$ cat config.mk
export PLATFORM = sky130hd
export DESIGN_NAME = i2s_tx96
export DESIGN_NICKNAME = d
export VERILOG_FILES = /design/src/rtl/i2s_tx96.sv
export SDC_FILE = /design/constraint.sdc
export NUM_CORES = 1
export LEC_CHECK = 0
export CORE_MARGIN = 3
export CORE_UTILIZATION = 27
export CTS_BUF_LIST = sky130_fd_sc_hd__clkbuf_16
export CTS_CLUSTER_DIAMETER = 30
export DETAILED_ROUTE_END_ITERATION = 7
export PLACE_DENSITY = 0.51
export SETUP_SLACK_MARGIN = 0.4
export SLEW_MARGIN = 0
export SYNTH_ARGS = -nofsm -noshare
export SYNTH_HDL_FRONTEND = slang
export SYNTH_SLANG_ARGS = --single-unit
$ cat constraint.sdc
create_clock -name mclk -period 2.1 [get_ports mclk]
set_input_delay 0.21 -clock mclk [delete_from_list [all_inputs] [get_ports mclk]]
set_output_delay 0.21 -clock mclk [all_outputs]
set_load 0.05 [all_outputs]
$ cat src/rtl/i2s_tx96.sv
`default_nettype none
// ============================================================================
// Module   : i2s_tx96
// Brief    : Stereo 32-bit I2S transmitter, 64 BCK/frame, BCK/LRCK from mclk.
//            Optional macro MUTE_ON_UNDERRUN_EN: an underrun sends silence.
// Revision : 1.0 - initial release
// ============================================================================
module i2s_tx96 #(
    parameter int BCK_DIV = 8
) (
    input  logic        mclk,
    input  logic        reset,
    input  logic [31:0] pcm_left,
    input  logic [31:0] pcm_right,
    input  logic        in_valid,
    output logic        in_ready,
    input  logic        underrun_clr,
    output logic        i2s_bck,
    output logic        i2s_lrck,
    output logic        i2s_data,
    output logic        frame_tick,
    output logic        underrun
);

    localparam int              c_DW       = $clog2(BCK_DIV);
    localparam logic [c_DW-1:0] c_DIV_MAX  = c_DW'(BCK_DIV - 1);
    localparam logic [c_DW-1:0] c_DIV_HALF = c_DW'(BCK_DIV / 2);

    logic [c_DW-1:0] r_div;
    logic [5:0]      r_bit;
    logic            r_bck, r_lrck, r_data, r_tick, r_underrun;
    logic            r_full, r_ready;
    logic [63:0]     r_shift, r_buf, r_last;

    logic [c_DW-1:0] w_div_next;
    logic [5:0]      w_bit_next;
    logic            w_div_wrap, w_load, w_accept, w_ur_src, w_ur_ev, w_full_next;
    logic [63:0]     w_src;

    assign w_div_wrap = (r_div == c_DIV_MAX);
    assign w_div_next = w_div_wrap ? '0 : r_div + 1'b1;
    assign w_bit_next = r_bit + 6'd1;
    assign w_load     = w_div_wrap && (r_bit == 6'd0);
    assign w_accept   = in_valid & r_ready;
    assign w_ur_src   = ~r_full & ~in_valid;
    assign w_ur_ev    = w_load & w_ur_src;

    // Load source: buffered sample first, else bypass the live inputs.
    always_comb begin
        w_src = r_last;
        if (r_full) begin
            w_src = r_buf;
        end else if (in_valid) begin
            w_src = {pcm_left, pcm_right};
        end else begin
`ifdef MUTE_ON_UNDERRUN_EN
            w_src = 64'h0;
`else
            w_src = r_last;
`endif
        end
    end

    // A load always empties the buffer; a bypassed sample never enters it.
    always_comb begin
        w_full_next = r_full;
        if (w_load) begin
            w_full_next = 1'b0;
        end else if (w_accept) begin
            w_full_next = 1'b1;
        end
    end

    always_ff @(posedge mclk) begin
        if (reset) begin
            r_div      <= '0;
            r_bit      <= 6'd0;
            r_bck      <= 1'b0;
            r_lrck     <= 1'b0;
            r_data     <= 1'b0;
            r_tick     <= 1'b0;
            r_underrun <= 1'b0;
            r_full     <= 1'b0;
            r_ready    <= 1'b0;
            r_shift    <= 64'h0;
            r_buf      <= 64'h0;
            r_last     <= 64'h0;
        end else begin
            r_div   <= w_div_next;
            r_bck   <= (w_div_next >= c_DIV_HALF);
            r_tick  <= w_load;
            r_full  <= w_full_next;
            r_ready <= ~w_full_next;

            if (!w_load && w_accept) begin
                r_buf <= {pcm_left, pcm_right};
            end

            if (w_div_wrap) begin
                r_bit  <= w_bit_next;
                r_lrck <= w_bit_next[5];
                if (w_load) begin
                    r_shift <= w_src;
                    r_data  <= w_src[63];
                end else begin
                    r_shift <= {r_shift[62:0], 1'b0};
                    r_data  <= r_shift[62];
                end
            end

            if (w_load && !w_ur_src) begin
                r_last <= w_src;
            end

            if (w_ur_ev) begin
                r_underrun <= 1'b1;
            end else if (underrun_clr) begin
                r_underrun <= 1'b0;
            end
        end
    end

    assign in_ready   = r_ready;
    assign i2s_bck    = r_bck;
    assign i2s_lrck   = r_lrck;
    assign i2s_data   = r_data;
    assign frame_tick = r_tick;
    assign underrun   = r_underrun;

endmodule
`default_nettype wire

==> metrics.txt <==
status=complete, but fails checks; violated checks=setup timing; Detail Route Antenna Nets=0; 1st-iter DRT viols=556; Crit Path Class=register to register; top cell type's share of synthesized area=0.414; largest family of logic cells by synthesized area=compound AO/OA/AOI/OAI gates; via/cell ratio=5.20; internal cell power=9.89 mW; Worst EP required=2.56 ns; share of layout cells above drive strength 1=0.302; vias in the first global route=8661; CP endpoint=r_last[12]; VDD IR-drop max=0.586 mV; Synth Instances=1136; worst-skew pair later-pin latency=0.55 ns; WHS=0.0763 ns; Synth warnings=0; first-pass GRT wire length=48.4 mm; dpl cells=1594; clock skew=0.0169 ns; Sw Ratio=0.241; Layout Cells excl Fill=1751; CTS tree=built; filler cell count in the final layout=3384; #FFs+latches synth=205; Area Overhead vs Synth=54.1%; slew margin rel.=0.458; # H-tree levels=2; I/O pin cnt=74; Netlist cell types=34; Final Util=0.425; CP endpoint kind=register; compound-cell area share of the yosys netlist=0.232; final-report hold violation count=0; gpl congestion=0.719; clock period minus worst slack=2.11 ns; die area=0.0391 mm2; deepest clock path buffer count=3; count of final setup violators=2; TritonRoute pass-1 iters=6; Final nets=1317; Worst-path clk slew=0.04 ns; starting density of the core=0.276; CP arrival=2.57 ns; cell row count=69; simple-gate portion of the synthesized area=0.152; net load switching power=3.14 mW; grt total ovfl=0; combinational fraction of design power=0.094; clock sink total=205; Mapped Area=0.00991 mm2; PortBufs=73; Slew @ Worst Pin=0.813 ns; CTS Buf Count=55; GRT Util Overall=0.153; Cell Pwr Density=853 mW/mm2; reg2reg path depth=6; crit path from=r_div[0]; DRC Markers=0; register-to-register setup slack=-0.005 ns; Hold Crit Class=input pin to register; Clk pwr share=0.597; synth top area cells=dfxtp_1 (41%), nand2_1 (7.4%), mux2_2 (7.3%); syn nets=1208; final wirelength=32.8 mm; DR WL/cell=18.7 um; Core Area=0.0359 mm2; Die Y=198 um; most frequent cells in the layout=dfxtp_1 (201), nand2_1 (195), o21ai_0 (112); FF-to-FF Start=r_div[0]; Max-Cap Viols=0; fraction of the mapped netlist area in adder cells=0.00505; Worst R2R End=r_last[12]; fmax=0.475 GHz; multiplexer area fraction after synthesis=0.139; register area share after synthesis=0.414; power share of the sequential group=0.310; commonest non-fill, non-tap cell in the layout=dfxtp_1; post-synth top area cell=dfxtp_1; hpwl dp=16.7 mm; Mapped Avg Cell Area=8.73 um2; leakage=5.00 nW; hold path depth=2; clk root buf=clkbuf_16; unrepaired setup endpoints after global routing=true; Max Slew Vio Count=0; via count=9108; Die W=198 um; post-synthesis xor/xnor area fraction=0.00353; CP Max Fanout=25; Hold Buf Count CTS=0; largest net degree at the start of global routing=106; Startpoint Class=register; Tcrit/Tclk final=1.00; initial antenna violation count=0; Setup WS post-layout=-0.00539 ns; n_diodes=0
-- routing by layer --
layer	part of all wire	vias up	wire length [um]	track usage
met4	0.015	0	500	0.0401
met2	0.46	218	15200	0.242
met1	0.48	4451	15700	0.216
met5	0	-	0	0
met3	0.043	43	1400	0.0280
li1	-	4396	-	-
-- synthesized netlist by cell type --
cell       instances
xnor2_1            1
nor3_2             1
nor4b_1            1
o21ai_0          127
dfxtp_1          205
buf_6              7
buf_4              2
mux2_2            64
clkbuf_1          97
o31ai_1            1
o2111ai_1         63
nor2_1            71
nor3_1             2
nand3b_1           1
nand4_1            2
nand3_1            1
clkinv_1           1
or4b_4             1
buf_1              7
nand2b_1          65
nand2_1          196
or4_1              1
ha_1               4
o21a_1             1
xor2_1             3
mux2i_1           66
o22ai_1           44
nor2b_1            3
inv_1              2
a311oi_1          63
a21oi_1            4
or3_1              1
buf_2              8
o22ai_2           20
-- metrics by stage --
step                      power, mW  setup TNS, ns  setup WS, ns  area (um2)
final                          13.0       -0.00916      -0.00539       15300
after global routing           13.5          -4.05       -0.0938       15300
after CTS                      13.0              0       0.00124       14100
after detailed placement       5.00              0        0.0185       11300
after global placement         4.99              0        0.0576       11300
after floorplan                4.67          -9.10        -0.155       10000
-- critical path, stage by stage, from the launching register on --
cell and delay [ns]:
dfxtp_2 0.34, ha_4 0.14, ha_4 0.13, or4b_4 0.46, or4_4 0.56, buf_12 0.21, o22ai_1 0.16
-- sequential cells by signal, indices dropped and copies added, names as in the netlist --
signal / cells
r_div: 3
r_last: 64
frame_tick: 1
i2s_data: 1
r_bit: 6
r_full: 1
underrun: 1
r_buf: 64
in_ready: 1
r_shift: 63
-- how the worst min path moves through the flow --
stage                       start    endpoint  slack, ns
finish                      reset    r_bit[4]       0.08
global route                reset  frame_tick       0.07
CTS                         reset    r_bit[4]       0.03
detailed placement       r_div[0]    r_div[0]       0.42
global placement         r_div[0]    r_div[0]       0.42
floorplan           pcm_right[10]   r_buf[10]       0.35
-- power by group through the flow --
stage | clock network (mW) | logic [mW] | registers (mW)
2_1_floorplan | 0 | 0.565 | 4.10
3_3_place_gp | 0 | 0.895 | 4.10
3_5_place_dp | 0 | 0.904 | 4.10
4_1_cts | 7.90 | 1.10 | 4.03
5_1_grt | 8.14 | 1.31 | 4.04
6_report | 7.77 | 1.22 | 4.04
-- final cells by class --
cell class / instances / area [um2] / area share
Clock buffer: 56 / 1400 / 0.0917
Clock inverter: 46 / 348 / 0.0228
Inverter: 3 / 16.3 / 0.00106
Multi-Input combinational cell: 807 / 6430 / 0.421
Sequential cell: 205 / 4110 / 0.269
Tap cell: 461 / 577 / 0.0377
Timing Repair Buffer: 173 / 2400 / 0.157
-- cells by family (layout without fill, tap and decap cells) --
kind of cell               count (synthesis)  count (layout)
and+or+nand+nor                          346             346
AOI/OAI and AO/OA                        323             323
DFF                                      205             205
muxes                                    130             130
buffers and inverters                    124             278
adders and majority gates                  4               4
xor gates and xnor gates                   4               4
-- what timing repair did --
action / in CTS / in global routing
buffers inserted: 23 / 12
pin swaps: 31 / 50
gates resized for setup: 112 / 134
setup endpoints to repair: 203 / 200
gates cloned: 15 / 5
No activity file was read; power rests on OpenSTA's default activity.
==> patch, RTL diff (config.mk and constraints unchanged) <==
Set the parameter `BCK_DIV` to 16 (it was 8).
--- a/src/rtl/i2s_tx96.sv
+++ b/src/rtl/i2s_tx96.sv
@@ -6,7 +6,7 @@
 // Revision : 1.0 - initial release
 // ============================================================================
 module i2s_tx96 #(
-    parameter int BCK_DIV = 8
+    parameter int BCK_DIV = 16
 ) (
     input  logic        mclk,
     input  logic        reset,
Check against the original RTL: not equivalent (a bounded check fails within 10 cycles, from zero or initial values and one cycle with reset high).
==> patch against the unedited design <==
Sequential cell count grew 2. Sequential power is essentially flat. Count of clock-buffer cells in the layout grew 3. Die area shrank 2.1%. Synthesized cell count grew 5.4%. Non-clock buffer count shrank 9. Critical endpoint is now r_last[8]$_SDFFE_PP0P_. Synthesized area shrank 2.2%. Worst hold slack lost 0.0035 ns. Total power grew 2.6%. Routed wire length grew 8.1%. Global-route usage shrank 0.54 points. First-iteration DRC count shrank 13%. Worst setup slack gained 0.26 ns. Final area shrank 1.4%. Largest cell class unchanged.
==> patch: results (changes against the unedited design) <==
- R2r startpoint: r_bit[3]$_SDFFE_PP0N_ (was r_div[0]$_SDFF_PP0_)
- Number of DRC markers in iteration 0: 485 (was 556)
- Cell variety after synth: 35 (was 34)
- Post-synth top flop: dfxtp_1 (unchanged)
- Reg2Reg Setup Slack: 0.26 ns (was -0.005 ns)
- Setup TNS: 0 ns (was -0.00916 ns)
- WL met3: 1480 um (was 1400 um)
- Post-layout net count: 1390 (was 1317)
- DRT Pass-1 Iters: 4 (was 6)
- Worst Reg-to-Reg Cells: 5 (was 6)
- Synth Net Count: 1268 (was 1208)
- DP HPWL: 15200 um (was 16700 um)
- CP max stage cell: or4_4 (unchanged)
- Worst skew pair latency: 0.56 ns
- CP delay by family, top: simple AND/OR/NAND/NOR gates (unchanged)
- Largest cells by area after synthesis: dfxtp_1 (43%), nand2_1 (10%), a311oi_1 (5.9%) (was dfxtp_1 (41%), nand2_1 (7.4%), mux2_2 (7.3%))
- Layout cells sized above 1: 32.5% (was 30.2%)
- Tcrit/Tclk final: 87.7% (was 100%)
- Routing usage on met3: 2.85% (was 2.80%)
- Worst VDD drop: 0.595 mV (was 0.586 mV)
- FILL cells: 3312 (was 3384)
- Critical Path Sink: r_last[8]$_SDFFE_PP0P_ (was r_last[12]$_SDFFE_PP0P_)
- Met2 WL: 16600 um (was 15200 um)
- Run status: finished clean (was complete, but fails checks)
- TritonCTS Buffers: 59 (was 55)
- Post-cts resize count: 44 (was 112)
- Worst clock skew: 0.0195 ns (was 0.0169 ns)
- Syn Area/Cell: 8.10 um2 (was 8.73 um2)
- Largest regs: r_buf (64), r_last (64), r_shift (63) (unchanged)
- Post-CTS Setup Bufs: 6 (was 23)
- Vias: 9219 (was 9108)
- # H-tree levels: 2 (unchanged)
- Post-synthesis sequential area ratio: 42.7% (was 41.4%)
- Ys Warns: 0 (unchanged)
- Critical path arrival: 2.25 ns (was 2.57 ns)
- DP Worst Slack: 0.245 ns (was 0.0185 ns)
- M1 WL: 16500 um (was 15700 um)
- Crit path max fanout: 40 (was 25)
- Largest net degree at the start of global routing: 130 (was 106)
- Diode count: 0 (unchanged)
- Initial antenna violation count: 0 (unchanged)
- Synth cell count leaders: nand2_1 (263), dfxtp_1 (207), a21oi_1 (92) (was dfxtp_1 (205), nand2_1 (196), o21ai_0 (127))
- First-pass GRT wire length: 46500 um (was 48400 um)
- Grt met1 use: 19.9% (was 21.6%)
- Slowest cell delay on critical path: 0.53 ns (was 0.56 ns)
- Static Leak: 5.48 nW (was 5.00 nW)
- Placed cell area: 11000 um2 (was 11300 um2)
- Met2 Use GR: 24.0% (was 24.2%)
- GP Congestion: 0.718 (was 0.719)
- Wire per inst: 19.5 um (was 18.7 um)
- GRT Resource Usage Total: 14.8% (was 15.3%)
- Post-synth EDFFs: 0 (unchanged)
- Placed instance count: 1646 (was 1594)
- Number of global-route vias before repair: 8556 (was 8661)
- Worst Max-Slew Pin Slew: 0.640 ns (was 0.813 ns)
- DR vias/cell: 5.07 (was 5.20)
[patch: changes by cell type after synthesis, sizes merged, moves of 64 or more]
cell / before / now
nand3: 1 / 127
mux2i: 66 / 0
o22ai: 64 / 0
nand2: 196 / 263
a21oi: 4 / 132
o21ai: 127 / 3
[patch: final cells by class]
cell class	instances	area (um2)	area share [%]
multi-input combinational	883	6020	40.0
clock inverter	48	355	2.36
sequential	207	4170	27.7
tap	455	569	3.78
clock buffer	59	1480	9.80
inverter	4	17.5	0.116
timing repair buffer	164	2460	16.3
[patch: kinds of logic after synthesis]
family                     after synthesis  share of synthesized area [%]
DFF                                    207                           42.7
and+or+nand+nor                        604                           31.0
AOI/OAI and AO/OA                      268                           20.5
muxes                                    1                          0.116
buffers and inverters                  109                           4.90
xor gates and xnor gates                 5                          0.451
adders and majority gates                3                          0.387
[patch: power breakdown]
group	leakage, nW	switching (mW)	internal [mW]	total [mW]
registers	1.68	0.0422	4.01	4.05
clock network	0.906	2.57	5.49	8.06
logic	2.89	0.706	0.552	1.26
total	5.48	3.32	10.1	13.4
[patch: how the worst min path moves through the flow]
stage                                       start                      end  slack (ns)  depth (start not counted)
after global routing                        reset   r_last[4]$_SDFFE_PP0P_        0.09                          2
after global placement     r_last[3]$_SDFFE_PP0P_   r_last[3]$_SDFFE_PP0P_        0.43                          2
after detailed placement  r_last[57]$_SDFFE_PP0P_  r_last[57]$_SDFFE_PP0P_        0.44                          2
after CTS                                   reset  r_last[51]$_SDFFE_PP0P_        0.06                          2
final                                       reset   r_buf[53]$_SDFFE_PP0P_        0.07                          2
after floorplan                     pcm_right[10]   r_buf[10]$_SDFFE_PP0P_        0.35                          2
